`src/rtl/pipe_control.sv`:
```
// pipe_control: ID-stage decoder and pipeline control for a 16-bit core.
// Decodes ROM words and handles load-use stalls and transfer squashes.
module pipe_control #(
  parameter int unsigned     RA_W      = 4,
  parameter int unsigned     SQUASH_CC = 2,
  parameter logic [RA_W-1:0] LINK_REG  = '1
) (
  input  logic            clk,
  input  logic            rst,
  input  logic            instr_valid,
  input  logic [15:0]     instr,
  input  logic            branch_taken,
  output logic            rom_rd,
  output logic            stall,
  output logic            id_valid,
  output logic [2:0]      alu_cmd,
  output logic            op2_sel,
  output logic            shamt_sel,
  output logic            ram_rd,
  output logic            ram_wr,
  output logic            wb_wr,
  output logic [RA_W-1:0] wb_waddr,
  output logic            wb_sel,
  output logic            save_pc,
  output logic            jump,
  output logic            branch,
  output logic            illegal,
  output logic [RA_W-1:0] addr_rs,
  output logic [RA_W-1:0] addr_rt,
  output logic [5:0]      imm,
  output logic [2:0]      shamt
);

  localparam logic [3:0] OP_R    = 4'd0;
  localparam logic [3:0] OP_ADDI = 4'd1;
  localparam logic [3:0] OP_SLTI = 4'd3;
  localparam logic [3:0] OP_LW   = 4'd4;
  localparam logic [3:0] OP_SW   = 4'd5;
  localparam logic [3:0] OP_BEQ  = 4'd6;
  localparam logic [3:0] OP_J    = 4'd7;
  localparam logic [3:0] OP_JAL  = 4'd8;

  localparam logic [2:0] SQ_INIT = 3'(SQUASH_CC);

  typedef enum logic [1:0] {
    RUN,
    STALL,
    SQUASH
  } state_t;

  typedef struct packed {
    logic            valid;
    logic [2:0]      alu;
    logic            op2;
    logic            shs;
    logic            mrd;
    logic            mwr;
    logic            wr;
    logic [RA_W-1:0] wa;
    logic            wsel;
    logic            spc;
    logic            jmp;
    logic            br;
    logic            ill;
    logic [5:0]      imm;
    logic [2:0]      sh;
  } dec_t;

  logic [3:0] opc;
  logic [2:0] fc;
  logic       uses_rt;
  logic       hazard;
  logic       xfer;
  logic       kill;

  dec_t   dec;
  dec_t   out_d, out_q;
  state_t state_d, state_q;
  logic [2:0] cnt_d, cnt_q;
  logic       rom_en_q;

  assign opc     = instr[15:12];
  assign fc      = instr[2:0];
  assign addr_rs = RA_W'(instr[11:9]);
  assign addr_rt = RA_W'(instr[8:6]);

  // rt is a source only for R-format, sw and beq; I-format writes it.
  assign uses_rt = (opc == OP_R) | (opc == OP_SW) | (opc == OP_BEQ);

  // Instruction in ID reads the register the pending load will write.
  assign hazard = out_q.mrd & instr_valid &
                  ((out_q.wa == addr_rs) |
                   (uses_rt & (out_q.wa == addr_rt)));

  // Control transfer resolved for the op now sitting in the output regs.
  assign xfer = out_q.jmp | (out_q.br & branch_taken);

  // Pure opcode/function decode of the incoming word.
  always_comb begin
    dec       = '0;
    dec.valid = 1'b1;
    dec.imm   = instr[5:0];
    dec.sh    = instr[5:3];
    unique case (opc)
      OP_R: begin
        dec.wr   = 1'b1;
        dec.wsel = 1'b1;
        dec.wa   = RA_W'(instr[5:3]);
        unique case (fc)
          3'd0: dec.alu = 3'b000;
          3'd1: dec.alu = 3'b001;
          3'd2: dec.alu = 3'b101;
          3'd3: dec.alu = 3'b110;
          3'd4: dec.alu = 3'b011;
          3'd5: begin
            dec.alu = 3'b010;
            dec.op2 = 1'b1;
            dec.shs = 1'b1;
          end
          3'd6: begin
            dec.alu = 3'b100;
            dec.op2 = 1'b1;
            dec.shs = 1'b1;
          end
          default: begin
            dec.jmp  = 1'b1;
            dec.wr   = 1'b0;
            dec.wsel = 1'b0;
            dec.wa   = '0;
          end
        endcase
      end
      OP_ADDI: begin
        dec.op2  = 1'b1;
        dec.wr   = 1'b1;
        dec.wsel = 1'b1;
        dec.wa   = addr_rt;
      end
      OP_SLTI: begin
        dec.alu  = 3'b011;
        dec.op2  = 1'b1;
        dec.wr   = 1'b1;
        dec.wsel = 1'b1;
        dec.wa   = addr_rt;
      end
      OP_LW: begin
        dec.op2 = 1'b1;
        dec.mrd = 1'b1;
        dec.wr  = 1'b1;
        dec.wa  = addr_rt;
      end
      OP_SW: begin
        dec.op2 = 1'b1;
        dec.mwr = 1'b1;
      end
      OP_BEQ: begin
        dec.alu = 3'b111;
        dec.br  = 1'b1;
      end
      OP_J: begin
        dec.op2 = 1'b1;
        dec.jmp = 1'b1;
      end
      OP_JAL: begin
        dec.op2  = 1'b1;
        dec.jmp  = 1'b1;
        dec.spc  = 1'b1;
        dec.wr   = 1'b1;
        dec.wsel = 1'b1;
        dec.wa   = LINK_REG;
      end
      default: begin
        dec.valid = 1'b0;
        dec.ill   = 1'b1;
      end
    endcase
  end

  // Next state, squash count, stall and bubble insertion.
  always_comb begin
    state_d = state_q;
    cnt_d   = cnt_q;
    stall   = 1'b0;
    kill    = 1'b0;
    unique case (state_q)
      RUN: begin
        if (xfer) begin
          kill    = 1'b1;
          cnt_d   = SQ_INIT;
          state_d = (SQUASH_CC > 1) ? SQUASH : RUN;
        end else if (hazard) begin
          stall   = 1'b1;
          kill    = 1'b1;
          state_d = STALL;
        end else if (!instr_valid) begin
          kill = 1'b1;
        end
      end
      STALL: begin
        if (xfer) begin
          kill    = 1'b1;
          cnt_d   = SQ_INIT;
          state_d = (SQUASH_CC > 1) ? SQUASH : RUN;
        end else if (!instr_valid) begin
          kill = 1'b1;
        end else begin
          state_d = RUN;
        end
      end
      SQUASH: begin
        kill  = 1'b1;
        cnt_d = cnt_q - 3'd1;
        if (cnt_q <= 3'd2) begin
          state_d = RUN;
        end
      end
      default: begin
        kill    = 1'b1;
        state_d = RUN;
      end
    endcase
    out_d = kill ? '0 : dec;
  end

  // Control state, fetch enable and the registered decode bundle.
  always_ff @(posedge clk or posedge rst) begin
    if (rst) begin
      state_q  <= RUN;
      cnt_q    <= '0;
      rom_en_q <= 1'b0;
      out_q    <= '0;
    end else begin
      state_q  <= state_d;
      cnt_q    <= cnt_d;
      rom_en_q <= 1'b1;
      out_q    <= out_d;
    end
  end

  assign rom_rd    = rom_en_q & ~stall;
  assign id_valid  = out_q.valid;
  assign alu_cmd   = out_q.alu;
  assign op2_sel   = out_q.op2;
  assign shamt_sel = out_q.shs;
  assign ram_rd    = out_q.mrd;
  assign ram_wr    = out_q.mwr;
  assign wb_wr     = out_q.wr;
  assign wb_waddr  = out_q.wa;
  assign wb_sel    = out_q.wsel;
  assign save_pc   = out_q.spc;
  assign jump      = out_q.jmp;
  assign branch    = out_q.br;
  assign illegal   = out_q.ill;
  assign imm       = out_q.imm;
  assign shamt     = out_q.sh;

endmodule
```
`config.mk`:
```
export PLATFORM = sky130hd
export DESIGN_NAME = pipe_control
export DESIGN_NICKNAME = d
export VERILOG_FILES = /design/src/rtl/pipe_control.sv
export SDC_FILE = /design/constraint.sdc
export NUM_CORES = 1
export LEC_CHECK = 0
export ABC_AREA = 1
export ABC_CLOCK_PERIOD_IN_PS = 3600
export CELL_PAD_IN_SITES_DETAIL_PLACEMENT = 0
export CELL_PAD_IN_SITES_GLOBAL_PLACEMENT = 1
export CORE_MARGIN = 3
export CORE_UTILIZATION = 34
export CTS_CLUSTER_DIAMETER = 50
export CTS_CLUSTER_SIZE = 24
export DETAILED_ROUTE_END_ITERATION = 12
export PLACE_DENSITY_LB_ADDON = 0.08
export SLEW_MARGIN = 40
export SYNTH_ARGS = -nofsm -noshare
export SYNTH_HDL_FRONTEND = slang
export SYNTH_SLANG_ARGS = --single-unit
```
`constraint.sdc`:
```
create_clock -name clk -period 3.6 [get_ports clk]
set_clock_uncertainty 0.1 [all_clocks]
set_input_delay 0.72 -clock clk [delete_from_list [all_inputs] [get_ports clk]]
set_output_delay 0.72 -clock clk [all_outputs]
set_load 0.05 [all_outputs]
```
Word level (Yosys, flattened, before mapping)
Index checks and enable logic that the tools add are counted.
{"block": "classes", "mux": 33, "bitwise_logic": 10, "eq_ne": 21, "order_cmp": 1, "reduce_logical": 14, "n_addsub": 1}
{"op": "two-way mux 27 bit", "count": 1}
{"op": "case mux 3 bit (6 select lines)", "count": 1}
{"op": "equality test 4 x 3 -> 1 bit, second input constant", "count": 4}
{"op": "two-way mux 1 bit", "count": 15}
{"op": "case mux 5 bit (3 select lines)", "count": 1}
{"op": "two-way mux 2 bit", "count": 6}
{"op": "equality test 3 bit, second input constant", "count": 3}
{"op": "case mux 3 bit (3 select lines)", "count": 1}
{"op": "equality test 4 x 3 -> 1 bit", "count": 2}
{"op": "case mux 1 bit (2 select lines)", "count": 4}
{"op": "OR reduction 8 bit", "count": 1}
{"op": "OR reduction 7 bit", "count": 1}
{"op": "equality test 3 x 2 -> 1 bit, second input constant", "count": 2}
{"op": "two-way mux 6 bit", "count": 1}
{"op": "!= test 3 bit, second input constant", "count": 2}
{"op": "case mux 2 bit (3 select lines)", "count": 1}
{"op": "case mux 3 bit (2 select lines)", "count": 1}
{"op": "OR reduction 2 bit", "count": 3}
{"op": "OR reduction 3 bit", "count": 2}
{"op": "OR reduction 6 bit", "count": 1}
{"op": "AND 1 bit", "count": 5}
{"op": "equality test 4 x 1 -> 1 bit, second input constant", "count": 1}
{"op": "equality test 4 x 2 -> 1 bit, second input constant", "count": 1}
{"op": "equality test 4 bit, second input constant", "count": 1}
{"op": "other kinds (16)", "count": 19}
{"block": "totals", "regBits": 33, "word_cells": 98, "out_inout_bits": 37, "input_bits": 20}

Longest topological paths before layout
Gate-level depths: netlist of run 1.
{"block": "logic_depth", "word_depth": 11, "mapped_depth": 11, "depth_no_buf": 10}

Worst setup path before layout of run 1
OpenSTA, ideal clock, no wires.
{"block": "synth_timing", "path_kind": "input to output", "startpoint": "in instr[13]", "endpoint": "out stall", "slack_ps": 1179, "arrival_time_ps": 1601, "path_stages": 7, "path_buffers": 0, "required_ps": 2780, "path_cell_list": "nor2_2 -> nand2_4 -> nand3_1 -> nand2_1 -> nand2_2 -> nand3b_1 -> inv_1"}
{"block": "synth_via", "elab_chain_len": 9, "word_cells_on_any_way": 11, "classes_between": "2 x eq/ne; 3 x mux; 5 x bitwise; 1 x reduce/logical"}
{"element": "start: declaration", "line_no": "11", "rtl": "input logic [15:0] instr,"}
{"element": "equality test 4 x 3 -> 1 bit or zero test 4 bit (tied branches)", "line_no": "88", "rtl": "assign uses_rt = (opc == OP_R) | (opc == OP_SW) | (opc == OP_BEQ);"}
{"element": "OR 1 bit", "line_no": "88"}
{"element": "OR 1 bit *", "line_no": "88"}
{"element": "AND 1 bit *", "line_no": "93", "rtl": "(uses_rt & (out_q.wa == addr_rt)));"}
{"element": "OR 1 bit *", "line_no": "92", "rtl": "((out_q.wa == addr_rs) |"}
{"element": "AND 1 bit *", "line_no": "91", "rtl": "assign hazard = out_q.mrd & instr_valid &"}
{"element": "two-way mux 1 bit *", "line_no": "191", "rtl": "end else if (hazard) begin"}
{"element": "two-way mux 1 bit *", "line_no": "187", "rtl": "if (xfer) begin"}
{"element": "two-way mux 1 bit *", "line_no": "185", "rtl": "unique case (state_q)"}
{"element": "end: declaration", "line_no": "14", "rtl": "output logic stall,"}
Every way passes the cells marked *; elsewhere a longest branch is shown, timed or not.

Worst setup path in the final report of run 1
{"block": "layout_timing", "startpoint": "in instr[13]", "endpoint": "out rom_rd"}
{"block": "layout_via", "elab_chain_len": 11, "word_cells_on_any_way": 13, "classes_between": "2 x eq/ne; 3 x mux; 7 x bitwise; 1 x reduce/logical"}
{"element": "equality test 4 x 3 -> 1 bit or zero test 4 bit (tied branches)", "line_no": "88"}
{"element": "OR 1 bit", "line_no": "88"}
{"element": "OR 1 bit *", "line_no": "88"}
{"element": "AND 1 bit *", "line_no": "93"}
{"element": "OR 1 bit *", "line_no": "92"}
{"element": "AND 1 bit *", "line_no": "91"}
{"element": "two-way mux 1 bit *", "line_no": "191"}
{"element": "two-way mux 1 bit *", "line_no": "187"}
{"element": "two-way mux 1 bit *", "line_no": "185"}
{"element": "inverter 1 bit *", "line_no": "240", "rtl": "assign rom_rd = rom_en_q & ~stall;"}
{"element": "AND 1 bit *", "line_no": "240"}
{"element": "end: declaration", "line_no": "13", "rtl": "output logic rom_rd,"}
Marked as above.

==> results of run 1 <==
[worst max-delay path, delay by kind of cell]
family	cells	cell delay, ns
and+or+nand+nor	7	0.66
buffers and inverters	4	0.84
[report_power, final]
group          switching, mW  total, mW  internal (mW)
Clock                  0.118      0.247          0.129
Combinational          0.223      0.339          0.116
Sequential            0.0221      0.399          0.377
Total                  0.363      0.985          0.622
[cells by family (layout without fill, tap and decap cells)]
family	count (synthesis)	in the layout	synth area share (%)
AO/OA/AOI/OAI	23	23	7.615
other	2	3	0.4711
XOR/XNOR	1	1	0.5496
flip-flops	30	30	47.10
adder cells (fa/ha/maj)	2	2	1.570
AND/OR/NAND/NOR	84	84	26.14
buffers and inverters	53	102	16.56
[layout by cell type (no fill, tap or decap), drive strengths merged]
master         instances
clkbuf                 5
o31ai                  1
a31oi                  1
ha                     2
nand2                 22
nor4                   1
nand3                 12
a21oi                 12
conb                   3
o211ai                 1
o21ai                  8
nor3                   4
nor2                  43
clkdlybuf4s50         52
inv                   40
dfrtp                 30
buf                    3
xnor2                  1
nand3b                 1
clkinv                 2
nand4                  1
[metal layers]
metal | GRT usage, % | vias up
met3 | 4.054 | 5
met1 | 16.95 | 616
met4 | 6.126 | 0
met5 | 0 | -
li1 | - | 680
met2 | 23.12 | 39
[through the flow]
stage	hold slack [ns]	setup slack, ns
final	0.3519	0.5509
after global routing	0.3983	0.3889
after CTS	0.3584	0.5382
after detailed placement	0.3493	0.5425
after global placement	0.3424	0.6111
after floorplan	0.3277	1.179
[cell type report]
| type | instances | area share [%] |
|---|---|---|
| Tap cell | 52 | 2.963 |
| Multi-Input combinational cell | 113 | 26.55 |
| Clock inverter | 2 | 0.4558 |
| Sequential cell | 30 | 34.19 |
| Inverter | 40 | 6.838 |
| Clock buffer | 5 | 3.134 |
| Timing Repair Buffer | 55 | 25.87 |
[worst max path at each step]
stage / start / end / slack, ns / depth (start not counted)
3_5_place_dp: instr[13] / rom_rd / 0.54 / 11
6_report: instr[13] / rom_rd / 0.55 / 11
4_1_cts: instr[13] / rom_rd / 0.54 / 11
3_3_place_gp: instr[15] / rom_rd / 0.61 / 10
5_1_grt: instr[13] / rom_rd / 0.39 / 11
2_1_floorplan: instr[13] / stall / 1.18 / 7
[sequential cells by signal, indices dropped and copies added (netlist names), 2 cells and up]
| signal | count |
|---|---|
| imm | 4 |
| wb_waddr | 4 |
| alu_cmd | 3 |
| cnt_q | 3 |
| shamt | 2 |
| state_q | 2 |
==> flow_summary_export.csv, run 1 <==
group,metric,value,unit
run_status,run_status,"complete, no violations",
global_routing,overflow,0,
detailed_routing,dr.pass1.iters,4,
setup_path,critPathSlowestCell,"clkdlybuf4s50_1",
floorplan,dieWidth,74.47,um
timing,fin_tns_setup,0,ns
timing,finalCriticalPeriod,3.049,ns
yosys,ys_seq_elements,30,
clocking,postCtsResizedCells,0,
clocking,cts_hold_buf,0,
detailed_routing,vias_per_cell,4.512,
setup_path,cp_max_fo,5,
yosys,synth_edf_count,0,
setup_path,critPathMaxStageDelay,0.54,ns
clocking,cts_tree,"done",
clocking,cts_made_buffers,5,
finish,fillCellCount,433,
timing,fmax,0.3280,GHz
clocking,path_clk_slew,0.06,ns
detailed_routing,wl_per_cell,11.72,um
finish,final_cells,297,
setup_path,cp.arrival,2.23,ns
global_routing,grt_pass1_wl,5885,um
timing,worst_pin_slew,0.5247,ns
setup_path,cp-start-kind,"primary input",
yosys,ys_seq_area_share,47.10,%
yosys,ys_warn_count,0,
detailed_routing,initialDrtViolationCount,67,
timing,slew_violations,0,
global_routing,grt_use_total,14.00,%
finish,area_delta_synth_final,37.76,%
yosys,async_flop_share,100.0,%
timing,finalSetupViolations,0,
clocking,cts_root_buf,"clkbuf_8",
min_path,holdPathStages,1,
setup_path,rr_worst_depth,5,
min_path,hold_path_class,"flop to flop",
detailed_routing,wl_met1,1550,um
yosys,postSynthCellCount,195,
finish,fin_area,0.002196,mm2
floorplan,rows,24,
finish,final_nets,267,
yosys,synthesis.area,0.001594,mm2
yosys,yosysMostFrequentCell,"inv_1",
floorplan,dieArea,0.005546,mm2
finish,n_antenna_cell,0,
detailed_routing,topRoutingLayerUsed,"met4",
clocking,clkSinkCount,30,
placement,io_buffers,54,
placement,place_area,0.002117,mm2
placement,gp_congestion,0.9238,
detailed_routing,wl_met2,1672,um
power_and_ir_drop,power_density,448.5,mW/mm2
setup_path,required,2.78,ns
min_path,min_to,"cnt_q[2]",
yosys,synth_flop_cell,"dfrtp_1",
global_routing,grt_pass1_vias,1312,
finish,final_core_util,49.41,%
yosys,synth_top_area_share,47.10,%
clocking,insertion_delay,0.28,ns
setup_path,criticalPathCategory,"primary input to output pin",
placement,place_inst,290,
setup_path,reg2reg_slack,1.91,ns
timing,maxSlewHeadroom,64.91,%
min_path,hold_start,"cnt_q[2]",
detailed_routing,vias,1340,
timing,hold_violations,0,
finish,multiInputGateArea,583.1,um2
global_routing,grt_max_degree,25,
power_and_ir_drop,total_power,0.9848,mW
run,maxCapViolCount,0,
clocking,clock_path_buffers,2,
detailed_routing,drc,0,
detailed_routing,met3_length,192,um
detailed_routing,ant_nets,0,
global_routing,antenna_found_initial,0,
floorplan,die_h,74.47,um
placement,post-dp-hpwl,2821,um
yosys,synth.area.top_cells,"dfrtp_1 (47%), inv_1 (9.4%), nor2_2 (6.3%), nor2_1 (6.1%), buf_4 (5.2%)",
yosys,synthTopCellsByCount,"inv_1 (40), dfrtp_1 (30), nor2_1 (26), nand2_1 (18), nor2_2 (16)",
setup_path,worst_setup_path_end_kind,"output pin",
finish,drive_gt1_share,13.06,%
yosys,synth_area_per_cell,8.175,um2
detailed_routing,routed_wl,3481,um
clocking,post_cts_buffers,0,
finish,register_area,750.7,um2
floorplan,ios,57,
yosys,ys_types,25,
yosys,yosysTopAreaCell,"dfrtp_1",
setup_path,reg2reg_from,"branch",
power_and_ir_drop,peakVddDrop,0.1891,mV
setup_path,path_cells,"clkdlybuf4s50_1, inv_1, nor2_2, nand2_2, nand3_1, nand2_1, nand2_2, nand3b_1, nand2_1, inv_1, buf_12",
power_and_ir_drop,p_leak,1.101,nW
floorplan,initial_core_util,35.87,%
clocking,cts_max_level,2,
timing,rsz0062_at_grt,"false",
floorplan,core_area,0.004444,mm2
timing,period_share,84.70,%
setup_path,r2r_end,"id_valid",
Note: power is estimated with default switching activity, not from simulation.
==> inputs of run 2 (changes only) <==
--- a/config.mk
+++ b/config.mk
@@ -6,11 +6,11 @@
 export NUM_CORES = 1
 export LEC_CHECK = 0
 export ABC_AREA = 1
-export ABC_CLOCK_PERIOD_IN_PS = 3600
+export ABC_CLOCK_PERIOD_IN_PS = 2800
 export CELL_PAD_IN_SITES_DETAIL_PLACEMENT = 0
 export CELL_PAD_IN_SITES_GLOBAL_PLACEMENT = 1
 export CORE_MARGIN = 3
-export CORE_UTILIZATION = 34
+export CORE_UTILIZATION = 29
 export CTS_CLUSTER_DIAMETER = 50
 export CTS_CLUSTER_SIZE = 24
 export DETAILED_ROUTE_END_ITERATION = 12
==> constraint.sdc (replaced) <==
create_clock -name clk -period 2.8 [get_ports clk]
set_clock_uncertainty 0.1 [all_clocks]
set_input_delay 0.56 -clock clk [delete_from_list [all_inputs] [get_ports clk]]
set_output_delay 0.56 -clock clk [all_outputs]
set_load 0.05 [all_outputs]
==> run 2 against run 1 <==
  * First-iteration DRC count is 36% lower
  * Combinational power is 27% higher
  * Cell count is 6.7% higher
  * Global-route usage is 1.8 points lower
  * Sequential power is 28% higher
  * Critical endpoint unchanged
  * Largest power group unchanged
  * Highest routed layer unchanged
==> flow_summary_export.csv, run 2 (same netlist as run 1, synthesis figures left out) <==
group,metric,value,unit
timing,finalSetupViolations,0,
min_path,hold_path_class,"flop to flop",
floorplan,initial_core_util,30.63,%
setup_path,rr_worst_depth,5,
setup_path,cp_max_fo,5,
timing,finalCriticalPeriod,2.640,ns
timing,worst_pin_slew,0.5179,ns
timing,fmax,0.3789,GHz
clocking,cts_made_buffers,5,
detailed_routing,vias,1279,
clocking,post_cts_buffers,0,
floorplan,rows,26,
clocking,cts_max_level,2,
global_routing,overflow,0,
finish,final_cells,317,
floorplan,dieArea,0.006422,mm2
min_path,hold_start,"cnt_q[2]",
setup_path,reg2reg_from,"branch",
floorplan,ios,57,
setup_path,criticalPathCategory,"primary input to output pin",
setup_path,cp-start-kind,"primary input",
timing,rsz0062_at_grt,"false",
finish,layout_common_cells,"clkdlybuf4s50_1 (45), inv_1 (40), dfrtp_1 (30), nor2_1 (25), nand2_1 (18)",
floorplan,core_area,0.005205,mm2
global_routing,grt_max_degree,31,
clocking,cts_hold_buf,0,
placement,post-dp-hpwl,2759,um
detailed_routing,vias_per_cell,4.035,
finish,multiInputGateArea,590.6,um2
min_path,holdPathStages,1,
global_routing,grt_pass1_wl,6044,um
detailed_routing,dr.pass1.iters,4,
power_and_ir_drop,total_power,1.377,mW
detailed_routing,routed_wl,3602,um
setup_path,cp.arrival,1.98,ns
setup_path,required,2.14,ns
clocking,clock_path_buffers,2,
finish,register_area,750.7,um2
power_and_ir_drop,power_density,611.7,mW/mm2
placement,place_inst,309,
clocking,cts_root_buf,"clkbuf_8",
setup_path,r2r_end,"ram_wr",
detailed_routing,initialDrtViolationCount,43,
detailed_routing,ant_nets,0,
setup_path,reg2reg_slack,1.18,ns
floorplan,die_h,80.14,um
timing,hold_violations,0,
finish,area_delta_synth_final,41.21,%
timing,maxSlewHeadroom,65.37,%
finish,final_common_cell,"clkdlybuf4s50_1",
global_routing,grt_use_total,12.20,%
run_status,run_status,"complete, no violations",
min_path,min_to,"cnt_q[2]",
detailed_routing,wl_per_cell,11.36,um
power_and_ir_drop,p_leak,1.140,nW
placement,gp_congestion,0.8034,
timing,slew_violations,0,
finish,final_nets,268,
clocking,path_clk_slew,0.07,ns
clocking,cts_tree,"done",
global_routing,grt_pass1_vias,1325,
setup_path,worst_setup_path_end_kind,"output pin",
timing,period_share,94.27,%
global_routing,antenna_found_initial,0,
detailed_routing,drc,0,
clocking,insertion_delay,0.28,ns
run,maxCapViolCount,0,
timing,fin_tns_setup,0,ns
finish,fillCellCount,567,
finish,drive_gt1_share,17.00,%
floorplan,dieWidth,80.14,um
power_and_ir_drop,peakVddDrop,0.4729,mV
finish,n_antenna_cell,0,
clocking,clkSinkCount,30,
placement,io_buffers,54,
[run 2: changes by cell type in the layout (fill, tap and decap cells not counted), sizes merged]
cell,delta
buf,+7
clkdlybuf4s50,-7
bufinv,+1
dlymetal6s2s,+1
[run 2: worst max path at each step]
stage	slack (ns)	depth (start not counted)	end	from
2_1_floorplan	0.59	8	stall	wb_waddr[0]
3_3_place_gp	0.13	11	rom_rd	instr[14]
3_5_place_dp	0.11	11	rom_rd	instr[14]
4_1_cts	0.11	11	rom_rd	instr[14]
5_1_grt	0.02	11	rom_rd	instr[14]
6_report	0.16	11	rom_rd	instr[14]
[run 2: metrics by stage]
step	instance area [um2]	utilization [%]	setup slack (ns)	hold WS (ns)
floorplan	1598	-	0.5932	0.3277
global placement	2132	40.96	0.1299	0.3422
detailed placement	2132	40.96	0.1098	0.3527
CTS	2241	43.05	0.1092	0.3624
global route	2251	43.25	0.02050	0.3799
finish	2251	43.25	0.1604	0.3548
[run 2: critical path, stage by stage]
cell and delay [ns]:
clkdlybuf4s50_1 0.51, inv_1 0.09, nor2_4 0.11, nand2_2 0.10
nand3_2 0.09, nand2_1 0.06, nand2_2 0.07, nand3b_1 0.11
nand2_1 0.08, inv_1 0.06, buf_12 0.14
[run 2: final cells by class]
| class | count | share of cell area, % |
|---|---|---|
| repair buffers | 56 | 25.01 |
| well taps | 70 | 3.891 |
| inverters | 40 | 6.670 |
| clock buffers | 5 | 3.057 |
| flip-flops and latches | 30 | 33.35 |
| clock inverters | 3 | 1.779 |
| multi-input cells | 113 | 26.24 |
[run 2: metal layers]
metal  up-vias  wire (um)  part of all wire, %  global-route usage (%)
li1        679          -                    -                       -
met2        33       1657                   46                   19.37
met4         0         23                 0.64                   3.547
met1       565       1714                   48                   15.41
met5         -          0                    0                       0
met3         2        207                  5.7                   4.596
[run 2: timing repair]
item	4_1_cts	5_1_grt
endpoints found under the setup margin	0	2
endpoints found under the hold margin	0	0
resized for setup	0	3
[run 2: power by group]
group	internal, mW	total (mW)	switching, mW
combinational	0.147	0.432	0.285
sequential	0.484	0.512	0.0275
clock	0.262	0.433	0.171
==> inputs of run 3 (changes only) <==
--- a/config.mk
+++ b/config.mk
@@ -15,7 +15,6 @@
 export CTS_CLUSTER_SIZE = 24
 export DETAILED_ROUTE_END_ITERATION = 12
 export PLACE_DENSITY_LB_ADDON = 0.08
-export SLEW_MARGIN = 40
 export SYNTH_ARGS = -nofsm -noshare
 export SYNTH_HDL_FRONTEND = slang
 export SYNTH_SLANG_ARGS = --single-unit
==> results of run 3 <==
Same layout as run 2: the final DEF is identical, and so are final timing and power.
